`src/rtl/mmio_responder_pkg.sv`:
```
// Shared definitions for the MMIO responder: register map, TCON bit layout,
// digit-select reset value and the hex-to-segment decoder.
package mmio_responder_pkg;

  localparam logic [2:0] IDX_TH      = 3'd0;
  localparam logic [2:0] IDX_TL      = 3'd1;
  localparam logic [2:0] IDX_TCON    = 3'd2;
  localparam logic [2:0] IDX_LED     = 3'd3;
  localparam logic [2:0] IDX_DISP    = 3'd4;
  localparam logic [2:0] IDX_SYSTICK = 3'd5;

  localparam int TCON_EN = 0;
  localparam int TCON_IE = 1;
  localparam int TCON_ST = 2;

  localparam logic [3:0] AN_RESET = 4'b0001;

  // Segments active-high, bit0=a .. bit6=g.
  function automatic logic [6:0] bcd7(input logic [3:0] v);
    logic [6:0] seg;
    case (v)
      4'h0: seg = 7'h3F;
      4'h1: seg = 7'h06;
      4'h2: seg = 7'h5B;
      4'h3: seg = 7'h4F;
      4'h4: seg = 7'h66;
      4'h5: seg = 7'h6D;
      4'h6: seg = 7'h7D;
      4'h7: seg = 7'h07;
      4'h8: seg = 7'h7F;
      4'h9: seg = 7'h6F;
      4'hA: seg = 7'h77;
      4'hB: seg = 7'h7C;
      4'hC: seg = 7'h39;
      4'hD: seg = 7'h5E;
      4'hE: seg = 7'h79;
      default: seg = 7'h71;
    endcase
    return seg;
  endfunction

endpackage

```
`src/rtl/mmio_responder_seg_scanner.sv`:
```
// Multiplexed 4-digit 7-segment scanner: each digit stays lit SCAN_DIV cycles,
// then the one-hot digit select rotates to the next nibble of disp_i.
module seg_scanner
  import mmio_responder_pkg::*;
#(
  parameter logic [31:0] SCAN_DIV = 32'd50000
) (
  input  logic        clk_i,
  input  logic        reset_i,
  input  logic [15:0] disp_i,
  output logic [3:0]  an_o,
  output logic [6:0]  bcd_o
);

  logic [31:0] cnt_q, cnt_d;
  logic [3:0]  an_q, an_d;
  logic [3:0]  nibble;

  always_comb begin
    cnt_d = cnt_q + 32'd1;
    an_d  = an_q;
    if (cnt_q >= SCAN_DIV - 32'd1) begin
      cnt_d = '0;
      an_d  = {an_q[2:0], an_q[3]};
    end
  end

  always_ff @(posedge clk_i or posedge reset_i) begin
    if (reset_i) begin
      cnt_q <= '0;
      an_q  <= AN_RESET;
    end else begin
      cnt_q <= cnt_d;
      an_q  <= an_d;
    end
  end

  always_comb begin
    case (an_q)
      4'b0010: nibble = disp_i[7:4];
      4'b0100: nibble = disp_i[11:8];
      4'b1000: nibble = disp_i[15:12];
      default: nibble = disp_i[3:0];
    endcase
  end

  assign an_o  = an_q;
  assign bcd_o = bcd7(nibble);

endmodule

```
`src/rtl/mmio_responder.sv`:
```
// Zero-wait-state MMIO target for the CPU data bus: 32-byte register window
// holding a reloading timer, LED latch, 7-seg display data and a free-running tick.
module mmio_responder
  import mmio_responder_pkg::*;
#(
  parameter logic [31:0] BASE_ADDR = 32'h4000_0000,
  parameter logic [31:0] SCAN_DIV  = 32'd50000
) (
  input  logic        clk,
  input  logic        reset,
  input  logic [31:0] Address,
  input  logic [31:0] Write_data,
  input  logic        MemRead,
  input  logic        MemWrite,
  output logic [31:0] Read_data,
  output logic        Hit,
  output logic        irq,
  output logic [7:0]  led,
  output logic [3:0]  an,
  output logic [6:0]  bcd
);

  logic [31:0] th_q, th_d;
  logic [31:0] tl_q, tl_d;
  logic [2:0]  tcon_q, tcon_d;
  logic [7:0]  led_q, led_d;
  logic [15:0] disp_q, disp_d;
  logic [31:0] systick_q;

  logic [2:0]  idx;
  logic        wr_en;
  logic        ovf;
  logic        set_st;
  logic [31:0] rdata;
  logic        unused_addr_lsb;

  assign Hit             = (Address[31:5] == BASE_ADDR[31:5]);
  assign idx             = Address[4:2];
  assign wr_en           = Hit & MemWrite;
  assign unused_addr_lsb = &{1'b0, Address[1:0]};

  assign ovf    = tcon_q[TCON_EN] & (tl_q == 32'hFFFF_FFFF);
  assign set_st = ovf & tcon_q[TCON_IE];

  // Timer runs first; a CPU write then overrides its target, except that an
  // overflow-set of ST survives a same-cycle TCON write.
  always_comb begin
    th_d   = th_q;
    tl_d   = tl_q;
    tcon_d = tcon_q;
    led_d  = led_q;
    disp_d = disp_q;
    if (tcon_q[TCON_EN]) tl_d = ovf ? th_q : tl_q + 32'd1;
    tcon_d[TCON_ST] = tcon_q[TCON_ST] | set_st;
    if (wr_en) begin
      case (idx)
        IDX_TH:   th_d   = Write_data;
        IDX_TL:   tl_d   = Write_data;
        IDX_TCON: tcon_d = {Write_data[2] | set_st, Write_data[1:0]};
        IDX_LED:  led_d  = Write_data[7:0];
        IDX_DISP: disp_d = Write_data[15:0];
        default:  ;
      endcase
    end
  end

  always_ff @(posedge clk or posedge reset) begin
    if (reset) begin
      th_q      <= '0;
      tl_q      <= '0;
      tcon_q    <= '0;
      led_q     <= '0;
      disp_q    <= '0;
      systick_q <= '0;
    end else begin
      th_q      <= th_d;
      tl_q      <= tl_d;
      tcon_q    <= tcon_d;
      led_q     <= led_d;
      disp_q    <= disp_d;
      systick_q <= systick_q + 32'd1;
    end
  end

  always_comb begin
    case (idx)
      IDX_TH:      rdata = th_q;
      IDX_TL:      rdata = tl_q;
      IDX_TCON:    rdata = {29'd0, tcon_q};
      IDX_LED:     rdata = {24'd0, led_q};
      IDX_DISP:    rdata = {16'd0, disp_q};
      IDX_SYSTICK: rdata = systick_q;
      default:     rdata = 32'd0;
    endcase
  end

  assign Read_data = (Hit & MemRead) ? rdata : 32'd0;
  assign irq       = tcon_q[TCON_IE] & tcon_q[TCON_ST];
  assign led       = led_q;

  seg_scanner #(
    .SCAN_DIV(SCAN_DIV)
  ) u_scan (
    .clk_i  (clk),
    .reset_i(reset),
    .disp_i (disp_q),
    .an_o   (an),
    .bcd_o  (bcd)
  );

endmodule

```
`config.mk`:
```
export PLATFORM = sky130hd
export DESIGN_NAME = mmio_responder
export DESIGN_NICKNAME = d
export VERILOG_FILES = /design/src/rtl/mmio_responder_pkg.sv /design/src/rtl/mmio_responder_seg_scanner.sv /design/src/rtl/mmio_responder.sv
export SDC_FILE = /design/constraint.sdc
export NUM_CORES = 1
export LEC_CHECK = 0
export BUFFER_PORTS_ARGS = -buffer_cell sky130_fd_sc_hd__buf_2
export CAP_MARGIN = 25
export CORE_ASPECT_RATIO = 2
export CORE_MARGIN = 2
export CORE_UTILIZATION = 60
export CTS_BUF_LIST = sky130_fd_sc_hd__clkbuf_4 sky130_fd_sc_hd__clkbuf_8
export CTS_CLUSTER_SIZE = 20
export DETAILED_ROUTE_END_ITERATION = 8
export PLACE_DENSITY = 0.88
export SETUP_SLACK_MARGIN = 0.2
export SYNTH_ARGS = -nofsm -noshare
export SYNTH_HDL_FRONTEND = slang
export SYNTH_SLANG_ARGS = --single-unit
```
`constraint.sdc`:
```
create_clock -name clk -period 6.1 [get_ports clk]
set_input_delay 0.305 -clock clk [delete_from_list [all_inputs] [get_ports clk]]
set_output_delay 0.305 -clock clk [all_outputs]
set_load 0.05 [all_outputs]
```
==> flow_metrics.py <==
metrics = {
    "route": {
        "detailedRoute.firstPassIterationCount": 7,
        "final_wirelength_mm": 24.7,
        "first_iter_violations": 833,
        "drc": 0,
        "postRouteAntennaNets": 0,
        "vias_per_cell": 6.50,
        "routed-via-count": 7613,
        "routed_wire_length_per_instance_um": 21.1,
    },
    "floorplan": {
        "fp.dieW_um": 89.3,
        "core-area_mm2": 0.0143,
        "rows": 62,
        "die_h_um": 175,
        "io_pins": 121,
        "initial_utilization": 0.611,
        "floorplan.die_area_mm2": 0.0156,
    },
    "grt": {
        "grt_pass1_wl_mm": 39.1,
        "global_route.overflow_total": 0,
        "global_route.usage.total": 0.328,
        "grt_antenna_before_repair": 0,
        "grt_pass1_vias": 7986,
        "largest_net_degree_at_the_start_of_global_routing": 119,
    },
    "cts": {
        "cts.reportedPaths.clkPinSlew_ns": 0.09,
        "clock_sink_count": 159,
        "h-tree-depth": 4,
        "insertion_delay_ns": 0.45,
        "clk_path_buf_depth": 2,
        "ctsResizeCount": 0,
        "root_buf_cell": "sky130_fd_sc_hd__clkbuf_8",
        "tritoncts": "yes",
        "cts_inserted_buffers": 17,
    },
    "pwr": {
        "switchingPower_w": 0.000452,
        "power.share.switching": 0.229,
        "p_leak_nw": 4.62,
        "ir_drop_uv": 198,
        "p_int_w": 0.00153,
        "share_seq_of_total_power": 0.536,
        "power_w": 0.00198,
        "power-per-cell-area_mw_per_mm2": 198,
        "clockPowerShare": 0.415,
        "power.combinational.fraction": 0.049,
    },
    "setup_path": {
        "crit_slowest_cell": "sky130_fd_sc_hd__a222oi_1",
        "cp.required_ns": 5.79,
        "worstPathArrival_ns": 3.59,
        "end_kind": "primary output",
        "critPathMaxStageDelay_ns": 1.00,
        "critical_path_peak_fanout": 8,
        "timing.critical_path.from_type": "flip-flop",
        "path_class": "flip-flop to primary output",
        "path_cells": "nor2b_1, a22o_1, a222oi_1, inv_1, ha_1, nor2_1, a21oi_1, mux2_2, buf_2",
    },
    "logic_synthesis": {
        "netlist_top_cells_count": "158 x sky130_fd_sc_hd__dfrtp_1, 100 x sky130_fd_sc_hd__nor2_1, 76 x sky130_fd_sc_hd__mux2_2, 66 x sky130_fd_sc_hd__nand2_1, 39 x sky130_fd_sc_hd__nand3_1",
        "yosys_warnings": 0,
        "synth_edf_count": 0,
        "netlist_top_cells_area": "sky130_fd_sc_hd__dfrtp_1 45%, sky130_fd_sc_hd__mux2_2 9.8%, sky130_fd_sc_hd__nor2_1 4.3%, sky130_fd_sc_hd__mux2i_1 3.4%, sky130_fd_sc_hd__xnor2_1 3.2%",
        "mappedNetlistArea_mm2": 0.00872,
        "postSynth.topFlopCell": "sky130_fd_sc_hd__dfrtp_1",
        "ys_types": 60,
        "synth.ff_latch_count": 159,
        "cells_after_synthesis": 846,
        "synth_top_area_cell": "sky130_fd_sc_hd__dfrtp_1",
        "sequential_to_total_area_share_from_yosys_stat": 0.456,
        "synth_most_common_cell": "sky130_fd_sc_hd__dfrtp_1",
        "syn-mean-instance-area_um2": 10.3,
        "synthArstFlopShare": 1.00,
        "synth_top_area_frac": 0.453,
    },
    "worst_hold_path": {
        "holdCritPathClass": "primary input to flip-flop",
    },
    "layout": {
        "final_cell_count_no_fill": 1171,
        "drive_gt1_frac": 0.269,
        "final_nets": 1043,
        "area_growth_pct": 14.3,
        "diodes": 0,
    },
    "run_status": {
        "run_status": "completed",
    },
    "placement": {
        "globalplace.congestion": 0.920,
        "port-buffer-count": 118,
        "dp.cells": 1136,
        "hpwlAfterDp_mm": 17.4,
    },
    "sta": {
        "timing.max_slew.rel_slack": 0.177,
        "maxClockFrequency_ghz": 0.256,
        "fin_worst_skew_ns": 0.0160,
        "rsz0062_at_grt": "false",
        "period_needed_ns": 3.90,
        "tightest_slew_ns": 1.23,
        "final_total_negative_setup_slack_ns": 0,
        "final_max_slew_viol_count": 0,
        "finalSetupViolCount": 0,
        "finalHoldViolations": 0,
        "layout_worst_path_cycle_share": 0.639,
    },
    "flow_run": {
        "max_cap_violations": 0,
    },
}
==> flip-flops by register name, indices dropped and copies added, names as in the netlist <==
register,count
u_scan.cnt_q,32
led,8
disp_q,16
systick_q,32
tl_q,32
th_q,32
tcon_q,3
u_scan.an_o,4
==> routing by layer <==
metal / part of all wire / vias to the layer above / GRT usage
met5: 0 / - / 0
met4: 0.072 / 0 / 0.223
met3: 0.075 / 162 / 0.0793
met2: 0.53 / 497 / 0.560
met1: 0.33 / 3652 / 0.341
li1: - / 3302 / -
==> per-stage QoR <==
| step | setup WS, ns | util | hold slack (ns) | instance area, um2 |
|---|---|---|---|---|
| 2_1_floorplan | 1.51 | - | 0.418 | 8780 |
| 3_3_place_gp | 2.89 | 0.665 | 0.453 | 9490 |
| 3_5_place_dp | 2.72 | 0.665 | 0.465 | 9500 |
| 4_1_cts | 2.18 | 0.695 | 0.0510 | 9910 |
| 5_1_grt | 2.00 | 0.699 | 0.0686 | 9980 |
| 6_report | 2.20 | 0.699 | 0.0683 | 9980 |
==> path summary, 6_finish.rpt <==
| kind | start | cells after the start | end | slack (ns) |
|---|---|---|---|---|
| setup / recovery | u_scan.an_o[3] | 9 | bcd[3] | 2.20 |
| hold / removal | Write_data[18] | 3 | tl_q[18] | 0.07 |
| setup reg to reg | tl_q[3] | 6 | tl_q[1] | 2.98 |
| hold reg to reg | u_scan.cnt_q[0] | 1 | u_scan.cnt_q[0] | 0.47 |
| max in group asynchronous | reset | 4 | u_scan.an_o[0] | 5.01 |
| min in group asynchronous | reset | 3 | disp_q[13] | 0.31 |
==> worst max-delay path, delay by kind of cell, from the launching register on <==
family,cells,cell delay [ns]
compound gates,3,1.33
fa+ha+maj,1,0.37
buf+inv,2,0.39
flops,1,0.45
mux,1,0.29
simple gates,2,0.32
==> power groups by stage <==
stage | registers (W) | clock network, W | logic [W]
finish | 0.00106 | 0.000822 | 0.0000970
global placement | 0.00108 | 0 | 0.0000918
floorplan | 0.00108 | 0 | 0.0000488
detailed placement | 0.00108 | 0 | 0.0000935
global route | 0.00106 | 0.000871 | 0.000106
CTS | 0.00106 | 0.000824 | 0.0000940
==> what timing repair did <==
item	in CTS	in global routing
hold buffers	0	1
endpoints found under the hold margin	0	15
setup buffers	0	0
==> cells by family after synthesis <==
logic type                 count (synthesis)  share of synthesized area
AOI/OAI and AO/OA                        127                     0.0978
DFF                                      159                      0.456
xor gates and xnor gates                  54                     0.0542
muxes                                    116                      0.158
and+or+nand+nor                          324                      0.193
adders and majority gates                  9                     0.0129
buffers and inverters                     56                     0.0274
other                                      1                   0.000430
==> layout make-up <==
type                       instances  area (um2)
clock buffer                      22         278
clock inverter                    10         138
fill                            1055        4300
inverter                          11        46.3
multi-input combinational        646        4570
sequential                       159        3980
tap                              192         240
timing repair buffer             131         726
==> cell usage in the layout (no fill, tap or decap), types with 15 or more instances in the layout <==
| master | count |
|---|---|
| sky130_fd_sc_hd__xor2_1 | 22 |
| sky130_fd_sc_hd__nand2_1 | 66 |
| sky130_fd_sc_hd__a21oi_1 | 33 |
| sky130_fd_sc_hd__conb_1 | 16 |
| sky130_fd_sc_hd__nand3_1 | 39 |
| sky130_fd_sc_hd__xnor2_1 | 32 |
| sky130_fd_sc_hd__nor4_1 | 15 |
| sky130_fd_sc_hd__clkbuf_8 | 18 |
| sky130_fd_sc_hd__nor2_1 | 100 |
| sky130_fd_sc_hd__and3_1 | 16 |
| sky130_fd_sc_hd__mux2_2 | 76 |
| sky130_fd_sc_hd__dfrtp_1 | 158 |
| sky130_fd_sc_hd__o21ai_0 | 22 |
| sky130_fd_sc_hd__mux2i_1 | 30 |
| sky130_fd_sc_hd__nand4_1 | 19 |
| sky130_fd_sc_hd__buf_2 | 119 |
Power figures use the tool's default switching activity.
